$ cat config.mk
export PLATFORM = sky130hd
export DESIGN_NAME = avr_uart_tx
export DESIGN_NICKNAME = d
export VERILOG_FILES = /design/src/rtl/avr_uart_tx_pkg.sv /design/src/rtl/avr_uart_tx_fifo.sv /design/src/rtl/avr_uart_tx.sv
export SDC_FILE = /design/constraint.sdc
export NUM_CORES = 1
export LEC_CHECK = 0
export ABC_AREA = 1
export CAP_MARGIN = 20
export CORE_MARGIN = 4
export CORE_UTILIZATION = 30
export CTS_CLUSTER_DIAMETER = 200
export DETAILED_ROUTE_END_ITERATION = 12
export GPL_TIMING_DRIVEN = 0
export HOLD_SLACK_MARGIN = 0.12
export MAX_ROUTING_LAYER = met4
export SLEW_MARGIN = 20
export SYNTH_ARGS = -nofsm -noshare
export SYNTH_HDL_FRONTEND = slang
export SYNTH_SLANG_ARGS = --single-unit
export TNS_END_PERCENT = 10
$ cat constraint.sdc
create_clock -name clk -period 2.1 [get_ports clk]
set_input_delay 0.42 -clock clk [delete_from_list [all_inputs] [get_ports clk]]
set_output_delay 0.42 -clock clk [all_outputs]
set_load 0.05 [all_outputs]
$ cat src/rtl/avr_uart_tx_pkg.sv
// Shared definitions for the AVR-facing UART transmitter: FSM encoding and defaults.
package avr_uart_tx_pkg;

    typedef enum logic [1:0] {
        ST_IDLE  = 2'd0,
        ST_START = 2'd1,
        ST_DATA  = 2'd2,
        ST_STOP  = 2'd3
    } tx_state_e;

    localparam int unsigned DEFAULT_CLK_PER_BIT = 100;
    localparam int unsigned DEFAULT_FIFO_DEPTH  = 4;

endpackage

$ cat src/rtl/avr_uart_tx_fifo.sv
// Byte FIFO feeding the UART shifter; one extra pointer bit separates full from empty.
module avr_uart_tx_fifo #(
    parameter int unsigned DEPTH = 4
) (
    input  logic       clk,
    input  logic       rst_n,
    input  logic       push,
    input  logic [7:0] din,
    input  logic       pop,
    output logic [7:0] dout,
    output logic       full,
    output logic       empty
);

    localparam int unsigned AW = $clog2(DEPTH);
    localparam logic [AW:0] PTR_ONE = {{AW{1'b0}}, 1'b1};

    logic [AW:0] wr_ptr;
    logic [AW:0] rd_ptr;
    logic [7:0]  mem [DEPTH];

    always_ff @(posedge clk) begin
        if (!rst_n) begin
            wr_ptr <= '0;
            rd_ptr <= '0;
        end else begin
            if (push) wr_ptr <= wr_ptr + PTR_ONE;
            if (pop)  rd_ptr <= rd_ptr + PTR_ONE;
        end
    end

    // Storage is not reset; the pointers alone define what is valid.
    always_ff @(posedge clk) begin
        if (push) mem[wr_ptr[AW-1:0]] <= din;
    end

    assign dout  = mem[rd_ptr[AW-1:0]];
    assign empty = (wr_ptr == rd_ptr);
    assign full  = (wr_ptr[AW] != rd_ptr[AW]) && (wr_ptr[AW-1:0] == rd_ptr[AW-1:0]);

endmodule

$ cat src/rtl/avr_uart_tx.sv
// UART transmitter towards an AVR: input FIFO, block synchronizer, 8N1 frame FSM and shifter.
//
//   state    | meaning
//   ST_IDLE  | line high, waiting for a queued byte and block_s low
//   ST_START | start bit (low) for one bit period
//   ST_DATA  | 8 data bits, LSB first
//   ST_STOP  | stop bit (high); chains straight into ST_START if another byte may go
module avr_uart_tx
    import avr_uart_tx_pkg::*;
#(
    parameter int unsigned CLK_PER_BIT = DEFAULT_CLK_PER_BIT,
    parameter int unsigned FIFO_DEPTH  = DEFAULT_FIFO_DEPTH
) (
    input  logic       clk,
    input  logic       rst_n,
    input  logic [7:0] in_data,
    input  logic       in_valid,
    output logic       in_ready,
    input  logic       block,
    output logic       tx,
    output logic       busy
);

    localparam int unsigned CW = $clog2(CLK_PER_BIT);
    localparam logic [CW-1:0] CNT_LAST = CW'(CLK_PER_BIT - 1);
    localparam logic [CW-1:0] CNT_ONE  = CW'(1);

    tx_state_e   state, state_nxt;
    logic [CW-1:0] cnt, cnt_nxt;
    logic [2:0]  bit_idx, bit_idx_nxt;
    logic [7:0]  shreg, shreg_nxt;
    logic        tx_nxt;
    logic        busy_nxt;
    logic        block_m, block_s;

    logic        fifo_push, fifo_pop, fifo_full, fifo_empty;
    logic [7:0]  fifo_dout;
    logic        bit_done, can_load;

    assign in_ready  = !fifo_full;
    assign fifo_push = in_valid && !fifo_full;

    avr_uart_tx_fifo #(.DEPTH(FIFO_DEPTH)) u_fifo (
        .clk   (clk),
        .rst_n (rst_n),
        .push  (fifo_push),
        .din   (in_data),
        .pop   (fifo_pop),
        .dout  (fifo_dout),
        .full  (fifo_full),
        .empty (fifo_empty)
    );

    assign bit_done = (cnt == CNT_LAST);
    assign can_load = !fifo_empty && !block_s;

    always_comb begin
        state_nxt   = state;
        cnt_nxt     = bit_done ? '0 : cnt + CNT_ONE;
        bit_idx_nxt = bit_idx;
        shreg_nxt   = shreg;
        fifo_pop    = 1'b0;
        case (state)
            ST_IDLE: begin
                cnt_nxt     = '0;
                bit_idx_nxt = '0;
                if (can_load) begin
                    fifo_pop  = 1'b1;
                    shreg_nxt = fifo_dout;
                    state_nxt = ST_START;
                end
            end
            ST_START: begin
                if (bit_done) state_nxt = ST_DATA;
            end
            ST_DATA: begin
                if (bit_done) begin
                    shreg_nxt   = {1'b0, shreg[7:1]};
                    bit_idx_nxt = bit_idx + 3'd1;
                    if (bit_idx == 3'd7) state_nxt = ST_STOP;
                end
            end
            ST_STOP: begin
                if (bit_done) begin
                    if (can_load) begin
                        fifo_pop  = 1'b1;
                        shreg_nxt = fifo_dout;
                        state_nxt = ST_START;
                    end else begin
                        state_nxt = ST_IDLE;
                    end
                end
            end
        endcase
    end

    // The line follows the state one cycle later, which keeps tx a plain flop.
    always_comb begin
        tx_nxt = 1'b1;
        case (state)
            ST_START: tx_nxt = 1'b0;
            ST_DATA:  tx_nxt = shreg[0];
            default:  tx_nxt = 1'b1;
        endcase
        busy_nxt = (state != ST_IDLE) || !fifo_empty;
    end

    always_ff @(posedge clk) begin
        if (!rst_n) begin
            state   <= ST_IDLE;
            cnt     <= '0;
            bit_idx <= '0;
            shreg   <= '0;
            tx      <= 1'b1;
            busy    <= 1'b0;
            block_m <= 1'b0;
            block_s <= 1'b0;
        end else begin
            state   <= state_nxt;
            cnt     <= cnt_nxt;
            bit_idx <= bit_idx_nxt;
            shreg   <= shreg_nxt;
            tx      <= tx_nxt;
            busy    <= busy_nxt;
            block_m <= block;
            block_s <= block_m;
        end
    end

endmodule
==> results of run 1 <==
## per-stage QoR
step | setup TNS (ps) | hold slack (ps) | std cells
2_1_floorplan | 0 | 390 | 308
3_3_place_gp | -185 | 400 | 432
3_5_place_dp | -670 | 402 | 432
4_1_cts | 0 | 417 | 448
5_1_grt | -77.3 | 445 | 448
6_report | 0 | 416 | 448
## power by group
part,total (uW),switching [uW],internal [uW]
sequential,1550,86.7,1470
combinational,1130,729,404
clock,1130,469,665
total,3820,1280,2530
## cells in the final DEF, fill, tap and decap left out
master	synthesis	routed
buf_4	1	1
dlygate4sd2_1	0	1
clkbuf_1	2	3
xor2_1	1	1
nor2_4	1	1
bufinv_16	0	2
nand2_2	4	4
clkinv_2	0	1
a21oi_4	1	1
nand4_1	2	2
nor3_2	1	1
nand3_2	1	1
nor3b_1	3	3
clkinv_1	0	1
nor2_2	2	6
buf_2	2	2
inv_2	1	1
o21bai_1	1	1
o22ai_1	6	6
inv_1	35	35
clkinv_4	0	1
clkdlybuf4s50_1	0	12
nand2_1	52	52
and3_1	1	1
dfxtp_1	32	32
nor2_1	58	54
a21oi_1	15	15
nand2_4	2	2
edfxtp_1	32	32
clkinvlp_4	0	1
o21ai_1	1	1
clkbuf_8	0	9
nor3_1	1	1
nand3_1	8	8
o21ai_0	28	28
buf_6	1	1
ha_1	13	13
## cell usage after synthesis
| master | number |
|---|---|
| nor3_2 | 1 |
| buf_2 | 2 |
| o21ai_0 | 28 |
| ha_1 | 13 |
| a21oi_1 | 15 |
| o21bai_1 | 1 |
| nand3_2 | 1 |
| a21oi_4 | 1 |
| o21ai_1 | 1 |
| inv_2 | 1 |
| edfxtp_1 | 32 |
| nand4_1 | 2 |
| o22ai_1 | 6 |
| xor2_1 | 1 |
| nor3b_1 | 3 |
| clkbuf_1 | 2 |
| nor3_1 | 1 |
| nand2_2 | 4 |
| inv_1 | 35 |
| and3_1 | 1 |
| nor2_4 | 1 |
| nand3_1 | 8 |
| nor2_1 | 58 |
| nand2_1 | 52 |
| buf_6 | 1 |
| nor2_2 | 2 |
| dfxtp_1 | 32 |
| nand2_4 | 2 |
| buf_4 | 1 |
## worst reg2reg max path, delay by kind of cell (launching register included)
family / cells / cell delay [ps]
and+or+nand+nor: 5 / 990
buffers and inverters: 1 / 110
DFF: 1 / 380
## flip-flops by register name, summed over array words and instances, names as in the netlist, named ones only
| name | flops |
|---|---|
| u_fifo.mem | 32 |
| shreg | 8 |
| cnt | 7 |
| bit_idx | 3 |
| u_fifo.rd_ptr | 3 |
| u_fifo.wr_ptr | 3 |
| state | 2 |
| block_m | 1 |
| block_s | 1 |
| busy | 1 |
| tx | 1 |
## cell type report
cell class,instances,share of cell area
Multi-Input combinational cell,202,0.319
Inverter,36,0.0409
Sequential cell,64,0.484
Timing Repair Buffer,13,0.0390
Clock inverter,6,0.0257
Buffer,6,0.0110
Tap cell,111,0.0420
Clock buffer,10,0.0386
## routing by layer
metal	vias up	global-route usage	part of all wire
li1	1058	-	-
met1	923	0.133	0.48
met2	33	0.163	0.48
met3	4	0.0229	0.032
met4	0	0.0506	0.012
met5	-	-	0
## worst max path at each step
stage                                  startpoint                         end
global route        u_fifo.wr_ptr[1]$_SDFFE_PN0N_                    in_ready
CTS                 u_fifo.wr_ptr[1]$_SDFFE_PN0N_                    in_ready
global placement                         in_valid  u_fifo.mem[0][5]$_DFFE_PP_
detailed placement                       in_valid  u_fifo.mem[0][3]$_DFFE_PP_
finish              u_fifo.wr_ptr[1]$_SDFFE_PN0N_                    in_ready
floorplan           u_fifo.wr_ptr[0]$_SDFFE_PN0N_  u_fifo.mem[0][0]$_DFFE_PP_
## timing repair
item	in CTS	in global routing
buffers inserted	0	0
pin swaps	0	0
resized for setup	1	3
cloned	0	0
endpoints found under the setup margin	1	25
## cells by family after synthesis
| logic type | share of synthesized area |
|---|---|
| DFF | 0.569 |
| and+or+nand+nor | 0.210 |
| AOI/OAI and AO/OA | 0.100 |
| xor gates and xnor gates | 0.00311 |
| adders and majority gates | 0.0578 |
| buffers and inverters | 0.0609 |
==> summary.md, run 1 <==
| Metric | Value |
|---|---|
| Tcrit/Tclk final | 0.971 |
| DR WL/cell | 11.9 um |
| Dpl hpwl | 3.73 mm |
| Critical Path Start Type | flip-flop |
| Fin. Hold Viols | 0 |
| Mapped Nets | 333 |
| Slew of the pin with the lowest slew margin | 571 ps |
| Residual DRC count | 0 |
| Syn Area/Cell | 9.14 um^2 |
| Final setup vio count | 0 |
| Hold Path End | block_s$_SDFF_PN0_ |
| Slowest cell on crit path | dlygate4sd2_1 |
| Die H | 105 um |
| Yosys warning count | 0 |
| # diodes | 0 |
| Overflow after GRT | 0 |
| Clock Skews | 11.6 ps |
| Via density | 4.50 |
| Core area | 9200 um^2 |
| Initial core utilization | 0.306 |
| Nets | 357 |
| Power per Cell Area | 1160 nW/um^2 |
| Initial antenna violation count | 0 |
| HP Start | block_m$_SDFF_PN0_ |
| Outcome | complete, no violations |
| CP max stage delay | 540 ps |
| CP top delay family | buffers and inverters |
| WP data required | 1680 ps |
| CP Max Fanout | 4 |
| CTS H-tree depth | 3 |
| Maximum clock rate | 490 MHz |
| R2R setup slack | 260 ps |
| Core Rows | 35 |
| Multi-input logic area | 1050 um^2 |
| CP cell instances | inv_1 -> nand2_1 -> nand2_1 -> nand4_1 -> dlygate4sd2_1 |
| Share of cells above drive strength 1 | 0.104 |
| Peak VDD IR | 0.466 mV |
| Port Buf Inserts | 13 |
| TritonCTS clock tree | yes |
| Clk Tree Root Cell | clkbuf_8 |
| Synth area leader | edfxtp_1 |
| Stages on worst setup path | 5 |
| Max Cap Viol | 0 |
| IO Pins | 15 |
| Post-layout min period | 2040 ps |
| WS Path Type | reg -> out |
| Crit path top cell by count | nand2_1 |
| Static leakage | 0.00131 uW |
| Clock sink count | 64 |
| Skew-Pair Late Insertion Delay | 340 ps |
| Clock Path Buffers | 2 |
| RSZ-0062 raised after global routing | yes |
| FF+latch area | 1600 um^2 |
| Clk pin slew, worst setup/hold paths | 70 ps |
| Synth top area cells | edfxtp_1 (34%), dfxtp_1 (23%), nor2_1 (7.7%) |
| Sum of buffers and inverters on the critical path | 2 |
| Post-DP Area | 3090 um^2 |
| Total chip power | 3820 uW |
| Hold path depth | 2 |
| Reg-to-reg endpoint | u_fifo.mem[3][0]$_DFFE_PP_ |
| RePlAce Congestion | 0.759 |
| Max_slew headroom | 0.619 |
| Wirelength, routed | 5.32 mm |
| Finished Cell Area | 3310 um^2 |
| Initial DRC count | 117 |
| Hold WC Path Type | reg -> reg |
| Number of synthesized register bits | 64 |
| Top cell type's share of synthesized area | 0.341 |
| Post-place setup slack | -50.2 ps |
| Cts bufs inserted | 9 |
| DRT antenna net count | 0 |
| Largest net degree at the start of global routing | 13 |
| First-pass iteration count of the detailed router | 4 |
| Setup WS post-layout | 60.9 ps |
| Register area share after synthesis | 0.569 |
| First-pass GRT wire length | 9.01 mm |
| Synth Cell Area | 2820 um^2 |
| Vias in the first global route | 1952 |
| Die Width | 105 um |
| Mapped Cells | 308 |
| Synth cell types | 29 |
| Gr usage total | 0.106 |
| Max-slew violation count | 0 |
| Area of the die | 11000 um^2 |
| R2R depth | 6 |
| CP Capture Type | output port |
| Hold-fix buffers at CTS | 0 |
| Data arrival, critical path | 1620 ps |
| R2r startpoint | u_fifo.wr_ptr[1]$_SDFFE_PN0N_ |
| Final core occ | 0.360 |
| Routed vias | 2018 |
| Synthesis-to-finish area growth | 17.4% |
| Number of fill cells | 930 |
No activity file was read; power rests on OpenSTA's default activity.
==> run 2, diff against run 1 <==
--- a/config.mk
+++ b/config.mk
@@ -8,12 +8,12 @@
 export ABC_AREA = 1
 export CAP_MARGIN = 20
 export CORE_MARGIN = 4
-export CORE_UTILIZATION = 30
+export CORE_UTILIZATION = 50
 export CTS_CLUSTER_DIAMETER = 200
 export DETAILED_ROUTE_END_ITERATION = 12
 export GPL_TIMING_DRIVEN = 0
 export HOLD_SLACK_MARGIN = 0.12
-export MAX_ROUTING_LAYER = met4
+export PLACE_DENSITY = 0.68
 export SLEW_MARGIN = 20
 export SYNTH_ARGS = -nofsm -noshare
 export SYNTH_HDL_FRONTEND = slang
==> run 2 against run 1 <==
- sequential share of layout area is 1.4 points higher
- global-route usage up 5.8 points
- register-to-register slack got worse by 30 ps
- first-iteration DRC count increased by 41%
- largest power group unchanged
==> summary.md, run 2 (synthesized netlist as in run 1, its figures left out) <==
| Metric | Value |
|---|---|
| Outcome | complete, no violations |
| R2R setup slack | 230 ps (-30 ps) |
| Most Used Layer, Global Route | met2 |
| Hold path depth | 2 (unchanged) |
| IO Pins | 15 (unchanged) |
| Clock sink count | 64 (unchanged) |
| Slew of the pin with the lowest slew margin | 660 ps (+89.5 ps) |
| GR Util met3 | 0.0347 (+0.0119) |
| RePlAce Congestion | 0.862 (+14%) |
| Max Cap Viol | 0 (unchanged) |
| R2r startpoint | u_fifo.wr_ptr[1]$_SDFFE_PN0N_ |
| Hold Path End | block_s$_SDFF_PN0_ |
| Cts bufs inserted | 9 (unchanged) |
| Wirelength, routed | 5.16 mm (-2.9%) |
| Routed vias | 2029 (+0.55%) |
| # diodes | 0 (unchanged) |
| Critical Path Start Type | flip-flop |
| Data arrival, critical path | 1830 ps (+210 ps) |
| Sum of negative setup slack | 0 ps (unchanged) |
| Post-cts resize count | 1 (unchanged) |
| Clk Tree Root Cell | clkbuf_8 |
| Power per Cell Area | 1140 nW/um^2 (-1.5%) |
| Hold_ws | 416 ps (+0.0830 ps) |
| Clk pin slew, worst setup/hold paths | 60 ps (about the same) |
| Final setup vio count | 0 (unchanged) |
| First-pass GRT wire length | 8.91 mm (-1.2%) |
| Peak VDD IR | 0.447 mV (-4.3%) |
| CP cell instances | inv_1 -> nand2_1 -> nand2_1 -> nand4_1 -> nand2_1 -> nor2_1 |
| Final core occ | 0.588 (+0.228) |
| Hold WC Path Type | reg -> reg |
| Setup WS post-layout | 230 ps (+169 ps) |
| Residual DRC count | 0 (unchanged) |
| Area of the die | 6900 um^2 (-37%) |
| Share of cells above drive strength 1 | 0.0982 (-0.00564) |
| Sum of buffers and inverters on the critical path | 1 (-1) |
| Static leakage | 0.00130 uW (-1.2%) |
| WP data required | 2060 ps (+380 ps) |
| WS Path Type | reg -> reg |
| Core area | 5470 um^2 (-40%) |
| HP Start | block_m$_SDFF_PN0_ |
| Met2 Track Usage GR | 0.249 (+0.0866) |
| Core Rows | 27 (-23%) |
| Tcrit/Tclk final | 0.891 (-0.0804) |
| Fin. Hold Viols | 0 (unchanged) |
| Nets | 357 (unchanged) |
| CP top delay family | simple AND/OR/NAND/NOR gates |
| CP Max Fanout | 9 (+5) |
| Commonest non-fill, non-tap cell in the layout | nor2_1 |
| Via density | 4.97 (+10%) |
| Crit path top cell by count | nand2_1 |
| TritonCTS clock tree | yes |
| RSZ-0062 raised after global routing | no |
| Post-DP Area | 3040 um^2 (-1.6%) |
| Synthesis-to-finish area growth | 14.2% |
| Die H | 83.1 um (-21%) |
| Max reg flops | 32 (unchanged) |
| Clock Path Buffers | 2 (unchanged) |
| Post-layout min period | 1870 ps (-169 ps) |
| Skew-Pair Late Insertion Delay | 330 ps (about the same) |
| R2R depth | 6 (unchanged) |
| Initial antenna violation count | 0 (unchanged) |
| Crit. Startpoint | u_fifo.wr_ptr[1]$_SDFFE_PN0N_ |
| DRT antenna net count | 0 (unchanged) |
| CTS H-tree depth | 3 (unchanged) |
| Vias in the first global route | 1935 (-0.87%) |
| Dpl hpwl | 3.55 mm (-4.8%) |
| Post-place setup slack | -20.0 ps (+30.2 ps) |
| CP max stage delay | 570 ps (+30 ps) |
| Maximum clock rate | 535 MHz (+9.0%) |
| Initial core utilization | 0.515 (+0.208) |
| CP Capture Type | flip-flop |
| Port Buf Inserts | 13 (unchanged) |
| Post CTS Setup Buffer Count | 0 (unchanged) |
| DR WL/cell | 12.7 um (+6.6%) |
| Most frequent cells in the layout | nor2_1 (55), nand2_1 (52), inv_1 (35), dfxtp_1 (32), edfxtp_1 (32) |
| Finished Cell Area | 3220 um^2 (-2.7%) |
| Slowest cell on crit path | nor2_1 |
| Gr usage total | 0.164 (+0.0580) |
| First-pass iteration count of the detailed router | 4 (unchanged) |
| Max_slew headroom | 0.558 (-0.0608) |
| Clock Skews | 6.25 ps (-5.37 ps) |
| Die Width | 83.1 um (-21%) |
| Hold-fix buffers at CTS | 0 (unchanged) |
| Met1 Use GR | 0.221 (+0.0871) |
| Initial DRC count | 165 (+41%) |
| Overflow after GRT | 0 (unchanged) |
| Largest net degree at the start of global routing | 11 (-2) |
| Reg-to-reg endpoint | u_fifo.mem[2][7]$_DFFE_PP_ |
| Max-slew violation count | 0 (unchanged) |
-- run 2: layout make-up --
class	count	area [um^2]
fill	487	2260
sequential	64	1600
multi-input combinational	202	1050
inverter	36	135
clock buffer	11	131
timing repair buffer	13	125
tap	72	90.1
clock inverter	4	46.3
buffer	6	36.3
-- run 2: layer usage --
layer  vias up  wire (um)
met2        36       2310
met1       929       2480
met3        12        249
met5         -          0
met4         0        128
li1       1052          -
-- run 2: metrics by stage --
stage / power, uW / instances
after floorplan: 2430 / 308
after global placement: 2690 / 393
after detailed placement: 2710 / 393
after CTS: 3680 / 408
after global routing: 3920 / 408
final: 3660 / 408
-- run 2: tightest hold or removal path: stages (launching register included) --
cell and delay, ps:
dfxtp_1 310, nand2_1 50, inv_1 40
-- run 2: power breakdown --
part | leakage (uW) | internal, uW | switching (uW)
Clock | 0.0000868 | 536 | 439
Sequential | 0.000556 | 1470 | 87.1
Combinational | 0.000654 | 404 | 726
Total | 0.00130 | 2410 | 1250
-- run 2: worst max-delay path by stage --
stage	endpoint	slack (ps)	cells past startpoint
after floorplan	u_fifo.mem[0][0]$_DFFE_PP_	8	6
after global placement	u_fifo.mem[0][3]$_DFFE_PP_	-2	3
after detailed placement	u_fifo.mem[0][3]$_DFFE_PP_	-20	3
after CTS	in_ready	60	5
after global routing	u_fifo.mem[2][0]$_DFFE_PP_	10	6
final	u_fifo.mem[2][7]$_DFFE_PP_	230	6
